## src/rtl/alu_muldiv_iter_pkg.sv

```systemverilog
// Shared constants and types for the iterative RV32M multiply/divide unit.
package alu_muldiv_iter_pkg;

   localparam logic [2:0] F3_MUL    = 3'b000;
   localparam logic [2:0] F3_MULH   = 3'b001;
   localparam logic [2:0] F3_MULHSU = 3'b010;
   localparam logic [2:0] F3_MULHU  = 3'b011;
   localparam logic [2:0] F3_DIV    = 3'b100;
   localparam logic [2:0] F3_DIVU   = 3'b101;
   localparam logic [2:0] F3_REM    = 3'b110;
   localparam logic [2:0] F3_REMU   = 3'b111;

   localparam logic [6:0] OPCODE_OP     = 7'b0110011;
   localparam logic [6:0] FUNCT7_MULDIV = 7'b0000001;

   typedef enum logic [1:0] {
      ST_IDLE  = 2'd0,
      ST_CALC  = 2'd1,
      ST_FIXUP = 2'd2,
      ST_DONE  = 2'd3
   } state_e;

   // Control-side decode of an M-extension instruction.
   function automatic logic is_muldiv(input logic [6:0] opcode, input logic [6:0] funct7);
      return (opcode == OPCODE_OP) && (funct7 == FUNCT7_MULDIV);
   endfunction

   function automatic logic op1_signed(input logic [2:0] f3);
      return (f3 == F3_MULH) || (f3 == F3_MULHSU) || (f3 == F3_DIV) || (f3 == F3_REM);
   endfunction

   function automatic logic op2_signed(input logic [2:0] f3);
      return (f3 == F3_MULH) || (f3 == F3_DIV) || (f3 == F3_REM);
   endfunction

endpackage

```

## src/rtl/alu_muldiv_iter_if.sv

```systemverilog
// Request/response bundle between control and the multiply/divide unit.
interface alu_muldiv_iter_if #(parameter int XLEN = 32);
   logic            i_valid;
   logic            o_ready;
   logic [2:0]      i_funct3;
   logic [XLEN-1:0] i_op1;
   logic [XLEN-1:0] i_op2;
   logic            i_flush;
   logic            o_valid;
   logic            i_ready;
   logic [XLEN-1:0] o_result;

   modport master (
      output i_valid, i_funct3, i_op1, i_op2, i_flush, i_ready,
      input  o_ready, o_valid, o_result
   );

   modport slave (
      input  i_valid, i_funct3, i_op1, i_op2, i_flush, i_ready,
      output o_ready, o_valid, o_result
   );
endinterface

```

## src/rtl/alu_muldiv_iter_step.sv

```systemverilog
// One radix-2 iteration: shift-add multiply step or restoring divide step.
module alu_muldiv_iter_step #(
   parameter int XLEN = 32
) (
   input  logic              i_div,
   input  logic [2*XLEN-1:0] i_acc,
   input  logic [XLEN-1:0]   i_opd,
   output logic [2*XLEN-1:0] o_acc,
   output logic              o_q_bit
);

   logic [XLEN:0] sum;
   logic [XLEN:0] part;
   logic [XLEN:0] trial;

   // Multiply: acc = {partial product, remaining multiplier bits}, LSB first.
   // Divide:   acc = {partial remainder, dividend bits / quotient bits}, MSB first.
   always_comb begin
      sum     = {1'b0, i_acc[2*XLEN-1:XLEN]} + (i_acc[0] ? {1'b0, i_opd} : '0);
      part    = i_acc[2*XLEN-1:XLEN-1];
      trial   = part - {1'b0, i_opd};
      o_q_bit = i_div & ~trial[XLEN];
      if (i_div) begin
         o_acc = {(trial[XLEN] ? part[XLEN-1:0] : trial[XLEN-1:0]), i_acc[XLEN-2:0], 1'b0};
      end else begin
         o_acc = {sum, i_acc[XLEN-1:1]};
      end
   end

endmodule

```

## src/rtl/alu_muldiv_iter.sv

```systemverilog
// Iterative RV32M multiply/divide execute unit with valid/ready handshake and flush.
module alu_muldiv_iter #(
   parameter int XLEN = 32
) (
   input  logic                  i_clk,
   input  logic                  i_rst,
   alu_muldiv_iter_if.slave      bus
);
   import alu_muldiv_iter_pkg::*;

   localparam int CNT_W = $clog2(XLEN) + 1;
   localparam logic [XLEN-1:0] MOST_NEG = {1'b1, {(XLEN-1){1'b0}}};

   state_e              state_q, state_d;
   logic [CNT_W-1:0]    cnt_q, cnt_d;
   logic [2:0]          f3_q, f3_d;
   logic                neg_q, neg_d;
   logic [2*XLEN-1:0]   acc_q, acc_d;
   logic [XLEN-1:0]     opd_q, opd_d;
   logic [XLEN-1:0]     result_q, result_d;

   logic                s1, s2, div_zero, div_ovf, step_q_bit;
   logic [XLEN-1:0]     abs1, abs2, quo_rem;
   logic [2*XLEN-1:0]   prod, step_acc;

   alu_muldiv_iter_step #(.XLEN(XLEN)) u_step (
      .i_div   (f3_q[2]),
      .i_acc   (acc_q),
      .i_opd   (opd_q),
      .o_acc   (step_acc),
      .o_q_bit (step_q_bit)
   );

   assign bus.o_ready  = (state_q == ST_IDLE);
   assign bus.o_valid  = (state_q == ST_DONE);
   assign bus.o_result = result_q;

   always_comb begin
      state_d  = state_q;
      cnt_d    = cnt_q;
      f3_d     = f3_q;
      neg_d    = neg_q;
      acc_d    = acc_q;
      opd_d    = opd_q;
      result_d = result_q;

      s1       = op1_signed(bus.i_funct3) & bus.i_op1[XLEN-1];
      s2       = op2_signed(bus.i_funct3) & bus.i_op2[XLEN-1];
      abs1     = s1 ? -bus.i_op1 : bus.i_op1;
      abs2     = s2 ? -bus.i_op2 : bus.i_op2;
      div_zero = (bus.i_op2 == '0);
      div_ovf  = ((bus.i_funct3 == F3_DIV) || (bus.i_funct3 == F3_REM)) &&
                 (bus.i_op1 == MOST_NEG) && (bus.i_op2 == '1);

      // Sign fix must apply to the full double-width product before the high word is taken.
      prod     = neg_q ? -acc_q : acc_q;
      quo_rem  = f3_q[1] ? acc_q[2*XLEN-1:XLEN] : acc_q[XLEN-1:0];

      if (bus.i_flush) begin
         state_d = ST_IDLE;
         cnt_d   = '0;
      end else begin
         unique case (state_q)
            ST_IDLE: begin
               if (bus.i_valid) begin
                  f3_d = bus.i_funct3;
                  if (bus.i_funct3[2] && div_zero) begin
                     result_d = bus.i_funct3[1] ? bus.i_op1 : '1;
                     state_d  = ST_DONE;
                  end else if (div_ovf) begin
                     result_d = bus.i_funct3[1] ? '0 : bus.i_op1;
                     state_d  = ST_DONE;
                  end else if (bus.i_funct3[2]) begin
                     acc_d   = {{XLEN{1'b0}}, abs1};
                     opd_d   = abs2;
                     neg_d   = bus.i_funct3[1] ? s1 : (s1 ^ s2);
                     cnt_d   = CNT_W'(XLEN);
                     state_d = ST_CALC;
                  end else begin
                     acc_d   = {{XLEN{1'b0}}, abs2};
                     opd_d   = abs1;
                     neg_d   = s1 ^ s2;
                     cnt_d   = CNT_W'(XLEN);
                     state_d = ST_CALC;
                  end
               end
            end
            ST_CALC: begin
               acc_d = {step_acc[2*XLEN-1:1], step_acc[0] | step_q_bit};
               cnt_d = cnt_q - CNT_W'(1);
               if (cnt_q == CNT_W'(1)) begin
                  state_d = ST_FIXUP;
               end
            end
            ST_FIXUP: begin
               if (!f3_q[2]) begin
                  result_d = (f3_q == F3_MUL) ? prod[XLEN-1:0] : prod[2*XLEN-1:XLEN];
               end else begin
                  result_d = neg_q ? -quo_rem : quo_rem;
               end
               state_d = ST_DONE;
            end
            ST_DONE: begin
               if (bus.i_ready) begin
                  state_d = ST_IDLE;
               end
            end
            default: state_d = ST_IDLE;
         endcase
      end
   end

   always_ff @(posedge i_clk) begin
      if (i_rst) begin
         state_q  <= ST_IDLE;
         cnt_q    <= '0;
         f3_q     <= '0;
         neg_q    <= 1'b0;
         acc_q    <= '0;
         opd_q    <= '0;
         result_q <= '0;
      end else begin
         state_q  <= state_d;
         cnt_q    <= cnt_d;
         f3_q     <= f3_d;
         neg_q    <= neg_d;
         acc_q    <= acc_d;
         opd_q    <= opd_d;
         result_q <= result_d;
      end
   end

endmodule

```

## src/flat_wrapper.sv

```systemverilog
// flat-port wrapper written by rule: the top's interface ports become plain ports
module alu_muldiv_iter_flat import alu_muldiv_iter_pkg::*;
#(
   parameter int XLEN = 32
)
  (i_clk, i_rst, bus_i_valid, bus_i_funct3, bus_i_op1, bus_i_op2, bus_i_flush, bus_i_ready, bus_o_ready, bus_o_valid, bus_o_result);
  alu_muldiv_iter_if #(.XLEN(XLEN)) bus_i ();
  input  logic i_clk;
  input  logic i_rst;
  input wire logic [$bits(bus_i.i_valid)-1:0] bus_i_valid;
  input wire logic [$bits(bus_i.i_funct3)-1:0] bus_i_funct3;
  input wire logic [$bits(bus_i.i_op1)-1:0] bus_i_op1;
  input wire logic [$bits(bus_i.i_op2)-1:0] bus_i_op2;
  input wire logic [$bits(bus_i.i_flush)-1:0] bus_i_flush;
  input wire logic [$bits(bus_i.i_ready)-1:0] bus_i_ready;
  output wire logic [$bits(bus_i.o_ready)-1:0] bus_o_ready;
  output wire logic [$bits(bus_i.o_valid)-1:0] bus_o_valid;
  output wire logic [$bits(bus_i.o_result)-1:0] bus_o_result;
  assign bus_i.i_valid = bus_i_valid;
  assign bus_i.i_funct3 = bus_i_funct3;
  assign bus_i.i_op1 = bus_i_op1;
  assign bus_i.i_op2 = bus_i_op2;
  assign bus_i.i_flush = bus_i_flush;
  assign bus_i.i_ready = bus_i_ready;
  assign bus_o_ready = bus_i.o_ready;
  assign bus_o_valid = bus_i.o_valid;
  assign bus_o_result = bus_i.o_result;
  alu_muldiv_iter #(.XLEN(XLEN)) u_core (.i_clk(i_clk), .i_rst(i_rst), .bus(bus_i));
endmodule
```

## config.mk

```make
export PLATFORM = sky130hd
export DESIGN_NAME = alu_muldiv_iter_flat
export DESIGN_NICKNAME = d
export VERILOG_FILES = /design/src/rtl/alu_muldiv_iter_pkg.sv /design/src/rtl/alu_muldiv_iter_if.sv /design/src/rtl/alu_muldiv_iter_step.sv /design/src/rtl/alu_muldiv_iter.sv /design/src/flat_wrapper.sv
export SDC_FILE = /design/constraint.sdc
export NUM_CORES = 1
export LEC_CHECK = 0
export ABC_AREA = 1
export CORE_ASPECT_RATIO = 2
export CORE_MARGIN = 2
export CORE_UTILIZATION = 44
export DETAILED_ROUTE_END_ITERATION = 12
export GPL_ROUTABILITY_DRIVEN = 1
export GPL_TIMING_DRIVEN = 1
export PLACE_DENSITY = 0.62
export SLEW_MARGIN = 20
export SYNTH_ARGS = -nofsm -noshare
export SYNTH_HDL_FRONTEND = slang
export SYNTH_HIERARCHICAL = 1
export SYNTH_SLANG_ARGS = --single-unit
```

## constraint.sdc

```tcl
create_clock -name i_clk -period 3.1 [get_ports i_clk]
set_clock_uncertainty 0.15 [all_clocks]
set_input_delay 0.62 -clock i_clk [delete_from_list [all_inputs] [get_ports i_clk]]
set_output_delay 0.62 -clock i_clk [all_outputs]
set_load 0.02 [all_outputs]
```

==> metrics.yaml, run 1 <==
post-dp-hpwl_um: 84800
io_buffers: 105
synth_top_area_cell: "nand2_1"
synth_cell_types: 48
netlist.area_leader.share_pct: 21.7
synthArstFlopShare_pct: 0
synthTopCellsByCount: "nand2_1, inv_1, nor2_1"
hold_buffers: 0
cts-root-buf: "clkbuf_16"
synth_cells: 3618
grt_pass1_vias: 26697
start_util_pct: 44.6
ys_seq_elements: 140
clkSinkCount: 140
rows: 107
yosys_warnings: 6
syn_area_per_cell_sq_um: 5.25
clock_path_buffers: 2
status: "did not finish"
stop_error: "[ERROR GRT-0116] Global routing finished with congestion. Check the congestion regions in the DRC Viewer."
post_cts_resized: 2
synth_flop_cell: "dfxtp_1"
grt_pass1_wl_um: 167000
synthTopCellsByArea: "nand2_1, dfxtp_1, nand3_1"
post_cts_buffers: 0
die-height_um: 298
yosysSeqAreaShare_pct: 14.8
place_congestion: 1.16
grt-ovfl-total: 4
syn_nets: 3767
fp.dieW_um: 151
stop_stage: "global routing (5_1_grt)"
track_usage_pct: 50.2
synth_edf_count: 0
htree_levels: 4
ioPinCount: 106
syn_area_sq_um: 19000
dpl.cell_count: 4483
cts_made_buffers: 17
grt_start_max_net_pins: 83
synth_most_common_cell: "nand2_1"
## logic make-up after synthesis
kind of cell / Yosys count / share of synthesized area (%)
buffers and inverters: 603 / 12.5
muxes: 1 / 0.0527
AOI/OAI and AO/OA: 633 / 17.6
DFF: 140 / 14.8
and+or+nand+nor: 2084 / 46.3
xor gates and xnor gates: 80 / 3.69
adders and majority gates: 77 / 5.15
## routing by layer
metal / GRT overflow / GRT usage (%)
met1: 0 / 45.3
met2: 1 / 80.6
met3: 0 / 19.3
met4: 3 / 54.3
met5: 0 / 0
## through the flow
stage	utilization, %	setup slack (ns)	cell area, sq um	TNS (ns)
after floorplan	-	0.387	19000	0
after global placement	54.0	-0.263	23000	-18.38
after detailed placement	54.0	-0.251	23000	-19.41
after CTS	55.3	0.00395	23600	0
==> inputs of run 2 (changes only) <==
- CORE_ASPECT_RATIO: 2 -> not set
- CORE_UTILIZATION: 44 -> 29
- PLACE_DENSITY: 0.62 -> not set
- PLACE_DENSITY_LB_ADDON: not set -> 0.15
==> metrics.yaml, run 2 <==
status: "finished clean"
drv_slew: 0
synth_most_common_cell: "nand2_1"
vias: 24633
hp-class: "register to register"
track_usage_pct: 27.5
reg2reg_depth: 14
rsz0062_at_grt: "no"
worst-endpoint-required_ns: 3.31
syn_area_sq_um: 19000  # unchanged
cp-end-kind: "register"
worstReg2RegStart: "u_core/opd_q[31]"
grt_pass1_vias: 22318
crit_fanout: 13
grt_pass1_wl_um: 140000
routed_wl_um: 94000
holdCritStartpoint: "u_core/bus.o_result[24]"
drive_above_1_share_pct: 10.7
wire_per_inst_um: 19.7
die-height_um: 260  # -13%
yosys_warnings: 6  # unchanged
dieArea_sq_um: 67600
via_per_inst: 5.16
layout_commonest_cell: "nand2_1"
final_net_count: 4054
synth_top_area_cell: "nand2_1"
area_delta_synth_final_pct: 24.4
dpl.cell_count: 4740  # +5.7%
cts_tree: "done"
setup_violations: 0
htree_levels: 4  # unchanged
ioPinCount: 106  # unchanged
clk_latency_ns: 0.49
startpoint_type: "register"
stdcell_count: 4773
syn_area_per_cell_sq_um: 5.25  # unchanged
dpl_worst_slack_ns: -0.288  # -0.0364 ns
period_minus_slack_ns: 3.01
post-dp-hpwl_um: 77100  # -9.1%
yosysSeqAreaShare_pct: 14.8  # unchanged
rows: 93  # -13%
drt_iter0_drc: 2858
path_clk_slew_ns: 0.07
hold_end: "u_core/bus.o_result[24]"
mostFrequentLayoutCells: "nand2_1, inv_1, nor2_1"
io_buffers: 105  # unchanged
hold_viol_final: 0
slew_headroom_pct: 40.3
num_antenna_cells: 0
synthTopCellsByArea: "nand2_1, dfxtp_1, nand3_1"
coreArea_sq_um: 64600
reg2reg_slack_ns: 0.09
fmax_mhz: 332
whs_path_depth: 2
arrival_ns: 3.22
synthTopCellsByCount: "nand2_1, inv_1, nor2_1"
synthArstFlopShare_pct: 0  # unchanged
place_congestion: 1.01  # -12%
regMostFlops: "u_core/acc_q"
drcViolationCount: 0
start_util_pct: 29.4  # -15 points
synth_flop_cell: "dfxtp_1"
synth_cell_types: 48  # unchanged
largest_reg_flops: 64
peakVddDrop_mv: 0.322
grt-ovfl-total: 0
fp.dieW_um: 260  # +72%
cts_made_buffers: 17  # unchanged
worstMarginPinSlew_ns: 0.896
fin_crit_sh_pct: 97.1
synth_edf_count: 0  # unchanged
synth_cells: 3618  # unchanged
clkSinkCount: 140  # unchanged
power_density_nw_per_um2: 324
first_pass_iters: 6
clock_path_buffers: 2  # unchanged
drv_cap: 0
syn_nets: 3767  # unchanged
setup_slack_ns: 0.0893
reg2reg_to: "u_core/acc_q[57]"
ys_seq_elements: 140  # unchanged
leakage_nw: 11.6
netlist.area_leader.share_pct: 21.7  # unchanged
antenna_found_initial: 0
ant_nets: 0
grt_start_max_net_pins: 97
worst-setup-path-type: "register to register"
cts-root-buf: "clkbuf_16"
-- run 2: cell counts after synthesis --
Identical to the previous run, type by type.
-- run 2: final cells by class --
| class | count | area, sq um |
|---|---|---|
| well taps | 855 | 1070 |
| clock buffers | 17 | 425 |
| inverters | 461 | 1730 |
| flip-flops and latches | 140 | 2810 |
| clock inverters | 15 | 169 |
| fillers | 7440 | 41000 |
| repair buffers | 410 | 3530 |
| multi-input cells | 2875 | 13900 |
-- run 2: routing by layer --
metal / track usage [%] / wire [um] / up-vias
li1: - / - / 12236
met1: 38.6 / 43100 / 11296
met2: 42.8 / 41100 / 956
met3: 3.14 / 6220 / 145
met4: 10.4 / 3610 / 0
met5: 0 / 0 / -
-- run 2: timing repair --
action                                  in CTS  in global routing
setup buffers                                0                  1
endpoints found under the setup margin       0                 35
gates resized for setup                      0                 26
hold buffers                                 0                  0
-- run 2: per-stage QoR --
stage               util (%)  hold WS [ns]  TNS [ns]  instance area [sq um]  total power, W
floorplan                  -         0.307         0                  19000         0.00396
global placement        35.5         0.310    -16.30                  22900         0.00542
detailed placement      35.5         0.310    -17.93                  22900         0.00541
CTS                     36.4         0.322         0                  23500         0.00760
global route            36.6         0.348         0                  23600         0.00808
finish                  36.6         0.319         0                  23600         0.00764
-- run 2: worst max-delay path: stages, from the launching register on --
cell and delay (ns):
dfxtp_1 0.54, inv_1 0.16, ha_1 0.35, a21o_1 0.18, nor2_1 0.18, nand2_1 0.17, a21oi_4 0.25, nand2_4 0.10
nand2_4 0.12, buf_4 0.24, nand3_1 0.09, nand3_1 0.09, nand2_1 0.08, nand3_1 0.11, a21oi_2 0.06
-- run 2: how the worst max path moves through the flow --
stage / from / endpoint / depth (start not counted)
after detailed placement: bus_i_op1[1] / u_core/bus.o_result[4] / 16
after global placement: bus_i_op1[1] / u_core/bus.o_result[4] / 16
after CTS: u_core/acc_q[31] / u_core/acc_q[62] / 19
after floorplan: u_core/acc_q[0] / u_core/acc_q[43] / 17
after global routing: u_core/opd_q[17] / u_core/acc_q[39] / 18
final: u_core/opd_q[31] / u_core/acc_q[57] / 14
-- run 2: power breakdown --
part | internal, W | switching (W)
Sequential | 0.00190 | 0.000161
Clock | 0.00115 | 0.00103
Combinational | 0.00117 | 0.00223
-- run 2: cells by family after synthesis --
family                   count (synthesis)  synth area share, %
AND/OR/NAND/NOR                       2084                 46.3
AO/OA/AOI/OAI                          633                 17.6
buffers and inverters                  603                 12.5
flip-flops                             140                 14.8
XOR/XNOR                                80                 3.69
adder cells (fa/ha/maj)                 77                 5.15
multiplexers                             1               0.0527
Note: power is estimated with default switching activity, not from simulation.
==> patch: new RTL, flow settings as in run 2 <==
`XLEN` is set to 32 in 4 places; all go to 16.
--- a/src/rtl/alu_muldiv_iter_if.sv
+++ b/src/rtl/alu_muldiv_iter_if.sv
@@ -1,5 +1,5 @@
 // Request/response bundle between control and the multiply/divide unit.
-interface alu_muldiv_iter_if #(parameter int XLEN = 32);
+interface alu_muldiv_iter_if #(parameter int XLEN = 16);
    logic            i_valid;
    logic            o_ready;
    logic [2:0]      i_funct3;
--- a/src/rtl/alu_muldiv_iter_step.sv
+++ b/src/rtl/alu_muldiv_iter_step.sv
@@ -1,6 +1,6 @@
 // One radix-2 iteration: shift-add multiply step or restoring divide step.
 module alu_muldiv_iter_step #(
-   parameter int XLEN = 32
+   parameter int XLEN = 16
 ) (
    input  logic              i_div,
    input  logic [2*XLEN-1:0] i_acc,
--- a/src/rtl/alu_muldiv_iter.sv
+++ b/src/rtl/alu_muldiv_iter.sv
@@ -1,6 +1,6 @@
 // Iterative RV32M multiply/divide execute unit with valid/ready handshake and flush.
 module alu_muldiv_iter #(
-   parameter int XLEN = 32
+   parameter int XLEN = 16
 ) (
    input  logic                  i_clk,
    input  logic                  i_rst,
--- a/src/flat_wrapper.sv
+++ b/src/flat_wrapper.sv
@@ -1,7 +1,7 @@
 // flat-port wrapper written by rule: the top's interface ports become plain ports
 module alu_muldiv_iter_flat import alu_muldiv_iter_pkg::*;
 #(
-   parameter int XLEN = 32
+   parameter int XLEN = 16
 )
   (i_clk, i_rst, bus_i_valid, bus_i_funct3, bus_i_op1, bus_i_op2, bus_i_flush, bus_i_ready, bus_o_ready, bus_o_valid, bus_o_result);
   alu_muldiv_iter_if #(.XLEN(XLEN)) bus_i ();
Interface: changed (resized bus_i_op1, bus_i_op2 and bus_o_result); port bits go from 106 to 58. The function was not compared with the original's and may differ.
==> patch against run 2 <==
- worst setup slack improved by 0.14 ns
- sequential cell count fell by 65
- power fell by 43%
- wire length fell by 61%
- cell area fell by 54%
- register-to-register slack improved by 0.18 ns
- first-iteration DRC count fell by 72%
- synthesized area fell by 52%
- critical endpoint is now u_core/acc_q[14]
==> patch: results (changes against run 2) <==
Total track usage: 0.221 (-0.0539)
Critical-path maximum fanout: 25 (+12)
H-Tree Depth: 3 (-1)
Vias/cell: 5.00 (-3.1%)
Fin cells: 2186 (-54%)
Outcome: finished clean
GR Util met2: 0.369 (-0.0596)
Worst hold endpoint: u_core/bus.o_result[14]
Hold slack: 0.317 ns (-0.00250 ns)
Global-route wire length before repair: 57.0 mm (-59%)
R2R Setup Slk: 0.27 ns (+0.18 ns)
HPWL Detailed: 29.2 mm (-62%)
Final WL: 36.4 mm (-61%)
Mapped Avg Cell Area: 5.39 µm² (+2.8%)
Setup WS pre-CTS: -0.129 ns (+0.158 ns)
Drt first pass iters: 8 (+2)
Hold path start: u_core/bus.o_result[14]
Reg2reg start: u_core/acc_q[0]
Vias in the first global route: 10300 (-54%)
VDD IR-drop max: 0.000194 V (-40%)
Placed cell area: 0.0106 mm² (-54%)
Reg-to-reg endpoint: u_core/acc_q[25]
Critical path arrival: 2.97 ns (-0.25 ns)
Largest register FFs: 32 (-50%)
Slew headroom: 0.297 (-0.106)
Clock latency on the worst-skew pair: 0.36 ns (-0.13 ns)
LEAKAGE: 5.41 nW (-53%)
## patch: power breakdown
group | switching, W | internal, W | total, W | leakage, nW
Sequential | 0.0000961 | 0.00103 | 0.00112 | 0.614
Combinational | 0.00134 | 0.000707 | 0.00204 | 4.64
Clock | 0.000526 | 0.000647 | 0.00117 | 0.155
## patch: cells by family after synthesis
kind of cell	after synthesis	share of synthesized area
compound gates	296	0.169
xor+xnor	39	0.0374
fa+ha+maj	45	0.0633
buf+inv	282	0.125
flops	75	0.164
simple gates	957	0.441
## patch: stage by stage
step            util  setup TNS (ns)
5_1_grt        0.353               0
6_report       0.353               0
3_5_place_dp   0.343           -2.02
4_1_cts        0.353               0
2_1_floorplan      -               0
3_3_place_gp   0.343           -1.08
## patch: final cells by class
cell class | instances | area [µm²]
Clock inverter | 7 | 87.6
Clock buffer | 9 | 225
Inverter | 216 | 815
Fill cell | 3495 | 19900
Tap cell | 396 | 495
Multi-Input combinational cell | 1337 | 6490
Timing Repair Buffer | 146 | 1260
Sequential cell | 75 | 1500
## patch: worst max path at each step
stage,startpoint,end,slack (ns),depth (start not counted)
2_1_floorplan,u_core/acc_q[0],u_core/acc_q[25],0.51,18
3_3_place_gp,bus_i_op1[0],u_core/acc_q[10],-0.11,15
3_5_place_dp,bus_i_op1[0],u_core/acc_q[14],-0.13,15
4_1_cts,bus_i_op1[0],u_core/acc_q[14],0.23,15
5_1_grt,u_core/acc_q[15],u_core/acc_q[0],0.01,17
6_report,bus_i_op1[0],u_core/acc_q[14],0.22,15
## patch: tightest hold or removal path: stages (launching register included)
cell     delay, ns
dfxtp_1       0.31
nand2_1       0.06
a21oi_1       0.05
## patch: layer usage
layer,part of all wire,vias to the layer above
li1,-,5608
met1,0.48,4947
met2,0.45,318
met3,0.043,54
met4,0.026,0
met5,0,-
